==> src/rtl/cpu_pkg.sv <==
// Shared CPU definitions for the branch predictor slice.
//   BP_SNT/BP_WNT/BP_WT/BP_ST : 2-bit direction counter encodings
//   ADDR_W_DEF                : default PC width (word-addressed)
//   sat_inc2/sat_dec2         : saturating step of a 2-bit direction counter
package cpu_pkg;

   localparam int unsigned ADDR_W_DEF = 16;

   localparam logic [1:0] BP_SNT = 2'b00;
   localparam logic [1:0] BP_WNT = 2'b01;
   localparam logic [1:0] BP_WT  = 2'b10;
   localparam logic [1:0] BP_ST  = 2'b11;

   function automatic logic [1:0] sat_inc2(input logic [1:0] c);
      return (c == BP_ST) ? BP_ST : c + 2'd1;
   endfunction

   function automatic logic [1:0] sat_dec2(input logic [1:0] c);
      return (c == BP_SNT) ? BP_SNT : c - 2'd1;
   endfunction

endpackage

==> src/rtl/sat_counter_stat.sv <==
// Saturating statistics counter: counts cycles with inc high, holds at all-ones.
//   clk   : clock
//   rst_n : asynchronous active-low reset, clears count
//   inc   : count this cycle
//   count : current count
module sat_counter_stat #(
   parameter int unsigned W = 16
) (
   input  logic         clk,
   input  logic         rst_n,
   input  logic         inc,
   output logic [W-1:0] count
);

   logic [W-1:0] r_count;

   always_ff @(posedge clk or negedge rst_n) begin
      if (!rst_n) begin
         r_count <= '0;
      end else if (inc && (r_count != '1)) begin
         r_count <= r_count + 1'b1;
      end
   end

   assign count = r_count;

endmodule

==> src/rtl/branch_predictor_btb.sv <==
// Direct-mapped branch target buffer with 2-bit direction counters.
// Lookup is combinational from the fetch PC; training comes from EX.
//   clk, rst_n           : clock, asynchronous active-low reset
//   lk_en, lk_pc         : fetch valid / fetch PC
//   lk_hit, lk_taken     : entry hit / predicted taken
//   lk_target            : predicted target (0 on miss)
//   up_valid, up_pc      : resolved branch present / its PC
//   up_taken, up_target  : resolved direction / target
//   up_mispred           : resolved branch was mispredicted
//   flush, freeze        : invalidate all entries / halt all updates
//   stat_hits            : saturating count of counted fetch hits
//   stat_mispreds        : saturating count of mispredictions
module branch_predictor_btb
   import cpu_pkg::*;
#(
   parameter int unsigned ADDR_W  = ADDR_W_DEF,
   parameter int unsigned ENTRIES = 16,
   parameter int unsigned CNT_W   = 16
) (
   input  logic              clk,
   input  logic              rst_n,
   input  logic              lk_en,
   input  logic [ADDR_W-1:0] lk_pc,
   output logic              lk_hit,
   output logic              lk_taken,
   output logic [ADDR_W-1:0] lk_target,
   input  logic              up_valid,
   input  logic [ADDR_W-1:0] up_pc,
   input  logic              up_taken,
   input  logic [ADDR_W-1:0] up_target,
   input  logic              up_mispred,
   input  logic              flush,
   input  logic              freeze,
   output logic [CNT_W-1:0]  stat_hits,
   output logic [CNT_W-1:0]  stat_mispreds
);

   localparam int unsigned IDX_W = $clog2(ENTRIES);
   localparam int unsigned TAG_W = ADDR_W - IDX_W;

   if ((ENTRIES < 2) || ((ENTRIES & (ENTRIES - 1)) != 32'd0)) begin : g_bad_entries
      $error("branch_predictor_btb: ENTRIES must be a power of 2 and >= 2");
   end

   logic [ENTRIES-1:0] r_valid;
   logic [TAG_W-1:0]   r_tag    [ENTRIES];
   logic [ADDR_W-1:0]  r_target [ENTRIES];
   logic [1:0]         r_ctr    [ENTRIES];

   logic [IDX_W-1:0]   w_lk_idx;
   logic [TAG_W-1:0]   w_lk_tag;
   logic [IDX_W-1:0]   w_up_idx;
   logic [TAG_W-1:0]   w_up_tag;
   logic               w_up_match;
   logic               w_hit_inc;
   logic               w_misp_inc;

   assign w_lk_idx = lk_pc[IDX_W-1:0];
   assign w_lk_tag = lk_pc[ADDR_W-1:IDX_W];
   assign w_up_idx = up_pc[IDX_W-1:0];
   assign w_up_tag = up_pc[ADDR_W-1:IDX_W];

   // Lookup reads the registered table only, so a same-cycle update is not bypassed.
   always_comb begin
      lk_hit    = r_valid[w_lk_idx] && (r_tag[w_lk_idx] == w_lk_tag);
      lk_taken  = lk_hit && r_ctr[w_lk_idx][1];
      lk_target = lk_hit ? r_target[w_lk_idx] : '0;
   end

   assign w_up_match = r_valid[w_up_idx] && (r_tag[w_up_idx] == w_up_tag);

   always_ff @(posedge clk or negedge rst_n) begin
      if (!rst_n) begin
         r_valid <= '0;
         for (int unsigned i = 0; i < ENTRIES; i++) begin
            r_tag[i]    <= '0;
            r_target[i] <= '0;
            r_ctr[i]    <= BP_WNT;
         end
      end else if (flush) begin
         // Flush wins over freeze and over any same-cycle training.
         r_valid <= '0;
         for (int unsigned i = 0; i < ENTRIES; i++) begin
            r_ctr[i] <= BP_WNT;
         end
      end else if (up_valid && !freeze) begin
         if (w_up_match) begin
            if (up_taken) begin
               r_ctr[w_up_idx]    <= sat_inc2(r_ctr[w_up_idx]);
               r_target[w_up_idx] <= up_target;
            end else begin
               r_ctr[w_up_idx] <= sat_dec2(r_ctr[w_up_idx]);
            end
         end else if (up_taken) begin
            // Only taken branches allocate; they start weakly taken.
            r_valid[w_up_idx]  <= 1'b1;
            r_tag[w_up_idx]    <= w_up_tag;
            r_target[w_up_idx] <= up_target;
            r_ctr[w_up_idx]    <= BP_WT;
         end
      end
   end

   assign w_hit_inc  = lk_en && lk_hit && !freeze;
   assign w_misp_inc = up_valid && up_mispred && !freeze;

   sat_counter_stat #(.W(CNT_W)) u_stat_hits (
      .clk   (clk),
      .rst_n (rst_n),
      .inc   (w_hit_inc),
      .count (stat_hits)
   );

   sat_counter_stat #(.W(CNT_W)) u_stat_mispreds (
      .clk   (clk),
      .rst_n (rst_n),
      .inc   (w_misp_inc),
      .count (stat_mispreds)
   );

endmodule

==> config.mk <==
export PLATFORM = sky130hd
export DESIGN_NAME = branch_predictor_btb
export DESIGN_NICKNAME = d
export VERILOG_FILES = /design/src/rtl/cpu_pkg.sv /design/src/rtl/sat_counter_stat.sv /design/src/rtl/branch_predictor_btb.sv
export SDC_FILE = /design/constraint.sdc
export NUM_CORES = 1
export LEC_CHECK = 0
export CORE_MARGIN = 1.5
export CORE_UTILIZATION = 45
export CTS_BUF_LIST = sky130_fd_sc_hd__clkbuf_4
export DETAILED_ROUTE_END_ITERATION = 8
export RECOVER_POWER = 100
export SLEW_MARGIN = 15
export SYNTH_ARGS = -nofsm -noshare
export SYNTH_HDL_FRONTEND = slang
export SYNTH_HIERARCHICAL = 1
export SYNTH_SLANG_ARGS = --single-unit
==> constraint.sdc <==
create_clock -name clk -period 4.65 [get_ports clk]
set_clock_uncertainty 0.15 [all_clocks]
set_input_delay 0.6975 -clock clk [delete_from_list [all_inputs] [get_ports clk]]
set_output_delay 0.6975 -clock clk [all_outputs]
set_load 0.1 [all_outputs]
# Word level (Yosys, flattened, before mapping)
# Index checks and enable logic that the tools add are counted.
[word_totals] reg_bits=528 in_bits=56 output_inout_bits=50 word_cells=139
[op_classes] add_sub_neg=4 order_cmp=6 n_eq_ne=6 muxes=43 n_bitwise=8 n_reduce_logical=21
[ops] operator="$bwmux W256" n=1
[ops] operator="$bwmux W192" n=1
[ops] operator="$mux W32" n=5
[ops] operator="$mux W16" n=8
[ops] operator="$bmux W12 S4" n=2
[ops] operator="$bmux W16 S4" n=1
[ops] operator="$bwmux W32" n=2
[ops] operator="$demux W16 S4" n=1
[ops] operator="$mux W12" n=5
[ops] operator="$demux W12 S4" n=1
[ops] operator="$add A16 B1 Y16 const B" n=2
[ops] operator="$ne A16 B16 Y1 const B" n=2
[ops] operator="$or A16 B16 Y16" n=2
[ops] operator="$eq A12 B12 Y1" n=2
[ops] operator="$and A16 B16 Y16" n=1
[ops] operator="$bmux W2 S4" n=2
[ops] operator="$not A16 Y16" n=1
[ops] operator="$mux W2" n=7
[ops] operator="$logic_and A1 B1 Y1" n=12
[ops] operator="$ge A5 B5 Y1 const B" n=2
[ops] operator="$lt A4 B5 Y1 const B" n=2
[ops] operator="$not A4 Y5" n=2
[ops] operator="$bmux W1 S4" n=2
[ops] operator="$demux W2 S4" n=1
[ops] operator="other kinds (16)" n=21

# Depth between registers and ports, before layout
# Gate-level depths: netlist (run 1).
[depth] word_depth=11 mapped_depth=16 mapped_depth_nobuf=12

# By module
# Netlist (run 1), hierarchy kept.
[modules_own_cells] mod="branch_predictor_btb" instances=1 cells_per_inst=1645 area_each_um2=25051.5 seq_area_each_um2=12431.9
[modules_own_cells] mod="sat_counter_stat at u_stat_hits" instances=1 cells_per_inst=77 area_each_um2=884.6 seq_area_each_um2=400.4
[modules_own_cells] mod="sat_counter_stat at u_stat_mispreds" instances=1 cells_per_inst=74 area_each_um2=829.5 seq_area_each_um2=400.4

# Worst setup path after synthesis (run 1)
# No wires, ideal clock.
[synth_path] path_type="input port to output port" startpoint="input lk_pc[0]" endpoint="output lk_target[10]" arrival_ns=4.894 required_time_ns=3.803 slack_ns=-1.091 path_stages=9 path_buffers=3 cell_sequence="buf_1 > buf_2 > mux4_2 > mux4_2 > xor2_1 > nor4_1 > nand4_1 > clkbuf_1 > nor2b_1"
[synth_between] elab_chain_len=7 elab_cells_between_ends=12 classes_between="eq/ne (1); mux (9); bitwise (1); reduce/logical (1)"
[synth_rtl] element="start, declared" line_no="branch_predictor_btb.sv:23" rtl="input logic [ADDR_W-1:0] lk_pc,"
[synth_rtl] element="$not A4 Y5 (not written as such)" line_no="branch_predictor_btb.sv:65, branch_predictor_btb.sv:67"
[synth_rtl] element="$bmux W12 S4" line_no="branch_predictor_btb.sv:65" rtl="lk_hit = r_valid[w_lk_idx] && (r_tag[w_lk_idx] == w_lk_tag);"
[synth_rtl] element="$mux W12 (not written as such) (2 in series)" line_no="branch_predictor_btb.sv:65"
[synth_rtl] element="$eq A12 B12 Y1" line_no="branch_predictor_btb.sv:65"
[synth_rtl] element="$logic_and A1 B1 Y1" line_no="branch_predictor_btb.sv:65"
[synth_rtl] element="$mux W16 *" line_no="branch_predictor_btb.sv:67" rtl="lk_target = lk_hit ? r_target[w_lk_idx] : '0;"
[synth_rtl] element="end, declared" line_no="branch_predictor_btb.sv:26" rtl="output logic [ADDR_W-1:0] lk_target,"
# Mark *: on every way between the ends. The rest lies on a longest branch, timed or not. The select of a mux whose other input is x is not followed.

# Worst setup path after layout (run 1)
[layout_path] startpoint="register r_tag[153] (netlist name)" endpoint="output lk_target[15]"
[layout_between] elab_chain_len=6
[layout_rtl] element="start, declared" line_no="branch_predictor_btb.sv:46" rtl="logic [TAG_W-1:0] r_tag [ENTRIES];"
[layout_rtl] element="start signal, assigned by index" line_no="branch_predictor_btb.sv:97" rtl="r_tag[w_up_idx] <= w_up_tag;"
[layout_rtl] element="$bmux W12 S4" line_no="branch_predictor_btb.sv:65"
[layout_rtl] element="$mux W12 (not written as such) (2 in series)" line_no="branch_predictor_btb.sv:65"
[layout_rtl] element="$eq A12 B12 Y1" line_no="branch_predictor_btb.sv:65"
[layout_rtl] element="$logic_and A1 B1 Y1" line_no="branch_predictor_btb.sv:65"
[layout_rtl] element="$mux W16" line_no="branch_predictor_btb.sv:67"
# No other way between the ends. The select of a mux whose other input is x is not followed.

==> key figures, run 1 <==
Route
  • Drt via density: 5.97
  • Total wire length: 73500 um
  • Final ANT Viol Nets: 0
  • DR iter-0 viols: 989
  • DRC Markers: 0
  • Wire length per cell: 25.3 um
  • DR pass1 iterations: 5
  • Total number of vias: 17300

Synthesis
  • Post-synth cell types: 74
  • Synth Register Bits: roughly 530
  • EDFF count, synth: 0
  • Syn nets: 1854
  • Yosys warns: 6
  • Post-Synthesis Cells: approximately 1800
  • Syn_area_per_cell: 14.9 um^2
  • Main flop type after synthesis: dfrtp_1
  • Sequential fraction of the synthesis area: 49.4%
  • Synthesized area: 26800 um^2
  • FFs w/ async S/R, synth: 100%

Status
  • Failing checks: max-capacitance violations, max-slew violations, negative setup slack
  • Status: finished with violations

Clock network
  • Root buffer cell: clkbuf_4
  • Clock Latency Late Sink: 1.01 ns
  • CTS clock-pin slew for the worst setup and hold paths: 0.07 ns
  • Clock sinks: between 500 and 600
  • CTS tree: done
  • Cts bufs inserted: 146
  • CTS H-tree lvls: 4
  • Max Root-Sink Buffers: 3

Floorplanning
  • Starting Density: 45.4%
  • # rows: 89
  • Die span in x: about 250 um
  • Die Ht: 247 um
  • CORE AREA: 58900 um^2
  • IO Count: 106
  • Die ar.: roughly 61000 um^2

Placed design
  • GP Congestion: 0.811
  • Placed cells: 2635
  • Hpwl dp: 44900 um
  • DP Worst Slack: -0.200 ns
  • IO Port Bufs: 105

Layout
  • Most frequent cells in the layout: dfrtp_1, mux2_2, clkbuf_4
  • Final cell count without fillers: 2907
  • Reg area: 13200 um^2
  • Ratio of cells with drive above 1 in the final layout: 50.1%
  • Commonest non-fill, non-tap cell in the layout: dfrtp_1
  • Multi-input logic area: 12900 um^2
  • Net count, final: about 2100
  • Fin util: 53.1%
  • Syn-to-layout area delta: 16.8%
  • Filler instances: 4948

Power and ir drop
  • Sw Share: 26.8%
  • Worst IR Drop VDD: 0.000206 V
  • Reg power frac: 46.4%
  • Sw power: 0.00298 W
  • Internal power component: 0.00815 W
  • Comb power frac: 13.1%
  • Clock share of power: 40.5%
  • Leakage: between 10 and 15 nW
  • Pwr dens: 356 nW/um^2

Critical path
  • Worst path slowest cell: mux4_2
  • WP data arrival: 4.02 ns
  • Critical Path End Type: output port
  • Slowest stage delay, CP: 0.49 ns
  • Critical Path, Cell by Cell: mux4_2, mux4_2, xnor2_2, nand4_1, nor4_2, buf_4, nand4_1, buf_6, buf_12, nor2b_4, buf_12
  • Worst Path Class, Setup: reg2out
  • CP Max Fanout: 6
  • CP Launch Type: flop
  • Critical Path RT: 3.80 ns
  • CP Launch Point: r_tag[153]$_DFFE_PN0P_
  • Reg-to-Reg Start: r_tag[153]$_DFFE_PN0P_

Timing
  • Hold WS: 0.320 ns
  • # setup viols final: 20
  • FMAX: 205 MHz
  • RSZ-0062 raised after global routing: yes
  • Hold Vio Cnt, Final: 0
  • Setup WS post-layout: -0.220 ns
  • Period utilization: 105%
  • Worst slew pin tran: 2.87 ns
  • Max-slew violation count: 408
  • Relative slew slack: -91.3%
  • Tmin final: 4.87 ns

Hold path
  • HP Start: lk_en
  • Min-delay worst type: in2reg

Job
  • Maxcap violations: 16

GRT
  • Vias in the first global route: approximately 18000
  • Grt ovf: 0
  • Largest net degree at the start of global routing: 106
  • Initial antenna violation count: 6
  • First-pass GRT wire length: 114000 um
  • GRT Total Usage: 25.2%
-- flip-flops by register name, summed over array words and instances (netlist names) --
name and count:
r_target 256, r_ctr 32, r_tag 192, u_stat_hits/count 16, r_valid 16, u_stat_mispreds/count 16
-- cells in the mapped netlist (all sizes together) (4+ instances only) --
| cell type | number | share of area (%) |
|---|---|---|
| nor3 | 14 | 0.28 |
| nand2b | 9 | 0.21 |
| mux4 | 199 | 17 |
| buf | 56 | 1.2 |
| mux2i | 25 | 0.93 |
| mux2 | 462 | 19 |
| o21ai | 20 | 0.37 |
| nor4 | 7 | 0.30 |
| a21oi | 7 | 0.13 |
| nor2b | 35 | 0.93 |
| o21a | 5 | 0.14 |
| nand2 | 46 | 0.65 |
| clkbuf | 92 | 1.3 |
| nand3 | 39 | 0.90 |
| a221o | 17 | 0.64 |
| a22o | 6 | 0.20 |
| nand4 | 20 | 0.52 |
| inv | 8 | 0.11 |
| xnor2 | 26 | 0.85 |
| dfstp | 16 | 1.6 |
| nor3b | 4 | 0.15 |
| and2 | 8 | 0.23 |
| dfrtp | 512 | 48 |
| o311ai | 16 | 0.52 |
| nor2 | 52 | 0.73 |
| a31oi | 23 | 0.54 |
| a22oi | 4 | 0.11 |
| and3 | 7 | 0.17 |
| xor2 | 13 | 0.43 |
| and4 | 7 | 0.23 |
-- power groups by stage --
stage	Combinational (W)	Clock [W]	Sequential [W]
after CTS	0.00149	0.00467	0.00517
final	0.00145	0.00451	0.00517
after global placement	0.00145	0	0.00523
after floorplan	0.000880	0	0.00532
after global routing	0.00156	0.00492	0.00521
after detailed placement	0.00148	0	0.00525
-- what timing repair did --
item                                   CTS  global route
endpoints found under the hold margin   91             0
gates cloned                             1             0
hold buffers                             1             0
pin swaps                                4             1
setup buffers                            4             0
resized for setup                       19             0
setup endpoints to repair               18            18
-- worst max-delay path: cells and delay by family, from the launching register on --
family,cells,cell delay [ns]
simple gates,4,0.72
buf+inv,4,0.73
flops,1,0.40
xor+xnor,1,0.20
mux,2,0.96
-- logic make-up (layout without fill, tap and decap cells) --
kind of cell	count (synthesis)	in the layout	synth area share [%]
compound gates	126	126	3.71
xor+xnor	39	39	1.28
fa+ha+maj	4	4	0.168
buf+inv	156	489	2.62
flops	528	528	49.4
mux	686	686	37.2
other cells	0	5	0
simple gates	257	257	5.60
-- per-stage QoR --
stage               TNS (ns)  power (W)  area, um^2
CTS                    -5.96     0.0113       31600
global route          -38.00     0.0117       31300
detailed placement     -2.85    0.00673       29500
floorplan                  0    0.00620       26900
finish                 -3.56     0.0111       31300
global placement       -5.54    0.00668       29500
-- path summary, 6_finish.rpt --
path                                                      to  slack, ns  depth (start not counted)
max in group asynchronous              r_tag[38]$_DFFE_PN0P_       0.39                          3
min in group asynchronous              r_tag[77]$_DFFE_PN0P_       0.99                          2
setup reg to reg           u_stat_hits/count[15]$_DFFE_PN0P_       0.06                         15
hold reg to reg                     r_target[79]$_DFFE_PN0P_       0.35                          1
setup / recovery                               lk_target[15]      -0.22                         11
hold / removal              u_stat_hits/count[0]$_DFFE_PN0P_       0.32                          4
-- layer usage --
metal	vias up	GRT usage (%)	part of all wire [%]
li1	7440	-	-
met1	9289	33.5	43
met2	488	40.4	50
met3	121	5.64	5.2
met4	6	9.42	2.3
met5	-	0	0.052
-- layout make-up --
| type | instances | area share, % |
|---|---|---|
| diodes | 5 | 0.0400 |
| clock buffers | 220 | 5.28 |
| clock inverters | 42 | 1.08 |
| inverters | 8 | 0.108 |
| multi-input cells | 1112 | 41.4 |
| flip-flops and latches | 528 | 42.3 |
| well taps | 773 | 3.09 |
| repair buffers | 219 | 6.65 |
Power figures use the tool's default switching activity.
==> inputs of run 2 (changes only) <==
--- a/config.mk
+++ b/config.mk
@@ -15,3 +15,4 @@
 export SYNTH_HDL_FRONTEND = slang
 export SYNTH_HIERARCHICAL = 1
 export SYNTH_SLANG_ARGS = --single-unit
+export TNS_END_PERCENT = 1
==> run 2 against run 1 <==
Effect of this change: the run still ends with max-capacitance violations, max-slew violations, negative setup slack left; sequential power about the same; worst setup slack worse by 0.0018 ns; critical path depth increased by 1; worst hold slack better by 0.021 ns; clock power down 8.6%; core utilization is 0.40 points lower; clock-buffer cell count shrank 6; sequential share of layout area is 0.32 points higher; final cell count hardly changed; via count is 0.36% higher.
==> key figures, run 2 (synthesized netlist as in run 1, its figures left out) <==
Hold path
  • HP Start: u_stat_mispreds/count[15]$_DFFE_PN0P_ (was lk_en)
  • Min-delay worst type: reg2reg (was in2reg)

GRT
  • Initial antenna violation count: 4 (was 6)
  • Grt ovf: 0 (unchanged)
  • First-pass GRT wire length: 114000 um (about the same)
  • Vias in the first global route: 18500 (was 18400)
  • GRT Total Usage: 25.2% (about the same)
  • Largest net degree at the start of global routing: 113 (was 106)

Timing
  • RSZ-0062 raised after global routing: yes (unchanged)
  • Period utilization: 105% (about the same)
  • Relative slew slack: -96.1% (was -91.3%)
  • Worst slew pin tran: 2.94 ns (was 2.87 ns)
  • FMAX: 205 MHz (about the same)
  • Tmin final: 4.87 ns (about the same)
  • Hold Vio Cnt, Final: 0 (unchanged)
  • # setup viols final: 18 (was 20)
  • Max-slew violation count: 409 (was 408)
  • Setup WS post-layout: -0.222 ns (was -0.220 ns)

Layout
  • Multi-input logic area: 12900 um^2 (about the same)
  • Ratio of cells with drive above 1 in the final layout: 49.9% (was 50.1%)
  • Filler instances: 5023 (was 4948)
  • Net count, final: 2084 (was 2073)
  • Max reg flops: 256 (unchanged)
  • Most frequent cells in the layout: dfrtp_1, mux2_2, clkbuf_4 (unchanged)
  • Design area: 31000 um^2 (was 31300 um^2)
  • Top Registers: r_target x256, r_tag x192, r_ctr x32 (unchanged)
  • Commonest non-fill, non-tap cell in the layout: dfrtp_1 (unchanged)
  • Syn-to-layout area delta: 15.9% (was 16.8%)
  • Biggest register: r_target (unchanged)
  • Reg area: 13200 um^2 (unchanged)

Route
  • DR pass1 iterations: 5 (unchanged)
  • Final ANT Viol Nets: 0 (unchanged)
  • Total wire length: 73600 um (was 73500 um)
  • DR iter-0 viols: 1021 (was 989)
  • Total number of vias: 17400 (was 17300)
  • DRC Markers: 0 (unchanged)
  • Wire length per cell: 25.3 um (about the same)
  • Drt via density: 5.99 (was 5.97)

Clock network
  • Root buffer cell: clkbuf_4 (unchanged)
  • Cts bufs inserted: 144 (was 146)
  • Clock Latency Late Sink: 1.00 ns (was 1.01 ns)
  • Clock sinks: 528 (unchanged)
  • CTS tree: done (unchanged)
  • CTS clock-pin slew for the worst setup and hold paths: 0.06 ns (was 0.07 ns)
  • CTS H-tree lvls: 4 (unchanged)
  • Max Root-Sink Buffers: 3 (unchanged)

Floorplanning
  • Starting Density: 45.4% (unchanged)
  • Die ar.: 61000 um^2 (unchanged)
  • IO Count: 106 (unchanged)
  • Die span in x: 247 um (unchanged)
  • Die Ht: 247 um (unchanged)
  • CORE AREA: 58900 um^2 (unchanged)
  • # rows: 89 (unchanged)

Power and ir drop
  • Worst IR Drop VDD: 0.000210 V (was 0.000206 V)
  • Total power: 0.0107 W (was 0.0111 W)
  • Pwr dens: 346 nW/um^2 (was 356 nW/um^2)
  • Leakage: 14.1 nW (was 14.2 nW)

Critical path
  • Critical Path End Type: output port (unchanged)
  • CP Max Fanout: 7 (was 6)
  • Worst Path Class, Setup: reg2out (unchanged)
  • WP data arrival: 4.02 ns (about the same)
  • Critical Path RT: 3.80 ns (about the same)
  • CP Launch Type: flop (unchanged)
  • Reg-to-Reg Start: r_tag[153]$_DFFE_PN0P_ (unchanged)
  • CP Launch Point: r_tag[153]$_DFFE_PN0P_ (unchanged)

Job
  • Maxcap violations: 16 (unchanged)

Status
  • Status: finished with violations (unchanged)
  • Failing checks: max-capacitance violations, max-slew violations, negative setup slack (unchanged)

Placed design
  • GP Congestion: 0.838 (was 0.811)
  • Placed Area: 29600 um^2 (was 29500 um^2)
  • Hpwl dp: 46000 um (was 44900 um)
  • IO Port Bufs: 105 (unchanged)
## run 2: cell count changes in the layout (fill, tap and decap cells not counted), moves of 5 or more
cell,before,now
nor2b_2,0,9
nor2b_4,21,12
buf_4,56,73
bufinv_16,6,1
clkinv_1,27,17
clkbuf_1,28,36
clkbuf_4,227,214
## run 2: critical path, cell delays in order, from the launching register on
cell     delay [ns]
dfrtp_1        0.40
mux4_2         0.49
mux4_2         0.53
xnor2_4        0.20
nand4_1        0.13
nor4_2         0.23
buf_4          0.16
nand4_1        0.09
buf_6          0.16
buf_12         0.15
buf_12         0.15
nor2b_4        0.13
buf_12         0.18
## run 2: final cells by class
class | instances | share of cell area (%)
Clock inverter | 30 | 0.520
Sequential cell | 528 | 42.6
Multi-Input combinational cell | 1112 | 41.6
Timing Repair Buffer | 232 | 6.81
Inverter | 8 | 0.109
Clock buffer | 214 | 5.18
Tap cell | 773 | 3.12
Antenna cell | 8 | 0.0645
## run 2: final timing paths
kind	endpoint	slack [ns]	depth (start not counted)
max	lk_target[10]	-0.22	12
min in group asynchronous	r_tag[104]$_DFFE_PN0P_	1.00	2
min	u_stat_mispreds/count[15]$_DFFE_PN0P_	0.34	1
max in group asynchronous	u_stat_mispreds/count[15]$_DFFE_PN0P_	0.43	3
min reg2reg	u_stat_mispreds/count[15]$_DFFE_PN0P_	0.34	1
max reg2reg	u_stat_hits/count[15]$_DFFE_PN0P_	0.08	14
## run 2: routing by layer
layer | GRT usage, % | wire, um
met3 | 4.84 | 3820
met5 | 0 | 26
met1 | 33.7 | 31900
met4 | 10.9 | 2220
met2 | 40.1 | 35700
## run 2: timing repair
action                                 in CTS  in global routing
setup endpoints to repair                  18                 18
endpoints found under the hold margin      96                  0
setup buffers                               1                  0
pin swaps                                   2                  0
resized for setup                           7                  3
hold buffers                                1                  0
gates cloned                                1                  0
## run 2: power by group
group | internal, W | switching [W] | leakage (nW) | total [W]
clock | 0.00215 | 0.00197 | 1.07 | 0.00412
sequential | 0.00494 | 0.000230 | 7.14 | 0.00517
combinational | 0.000717 | 0.000733 | 5.86 | 0.00145
## run 2: stage by stage
| stage | setup slack (ns) | hold slack (ns) | util, % | TNS (ns) | cells |
|---|---|---|---|---|---|
| 2_1_floorplan | -0.222 | 0.252 | - | -4.17 | 1796 |
| 3_3_place_gp | -0.0228 | 0.330 | 50.2 | -0.0483 | 2650 |
| 3_5_place_dp | -0.0475 | 0.337 | 50.2 | -0.141 | 2650 |
| 4_1_cts | -0.355 | 0.206 | 53.4 | -5.47 | 2897 |
| 5_1_grt | -0.462 | 0.356 | 52.7 | -30.32 | 2902 |
| 6_report | -0.222 | 0.342 | 52.7 | -3.13 | 2905 |
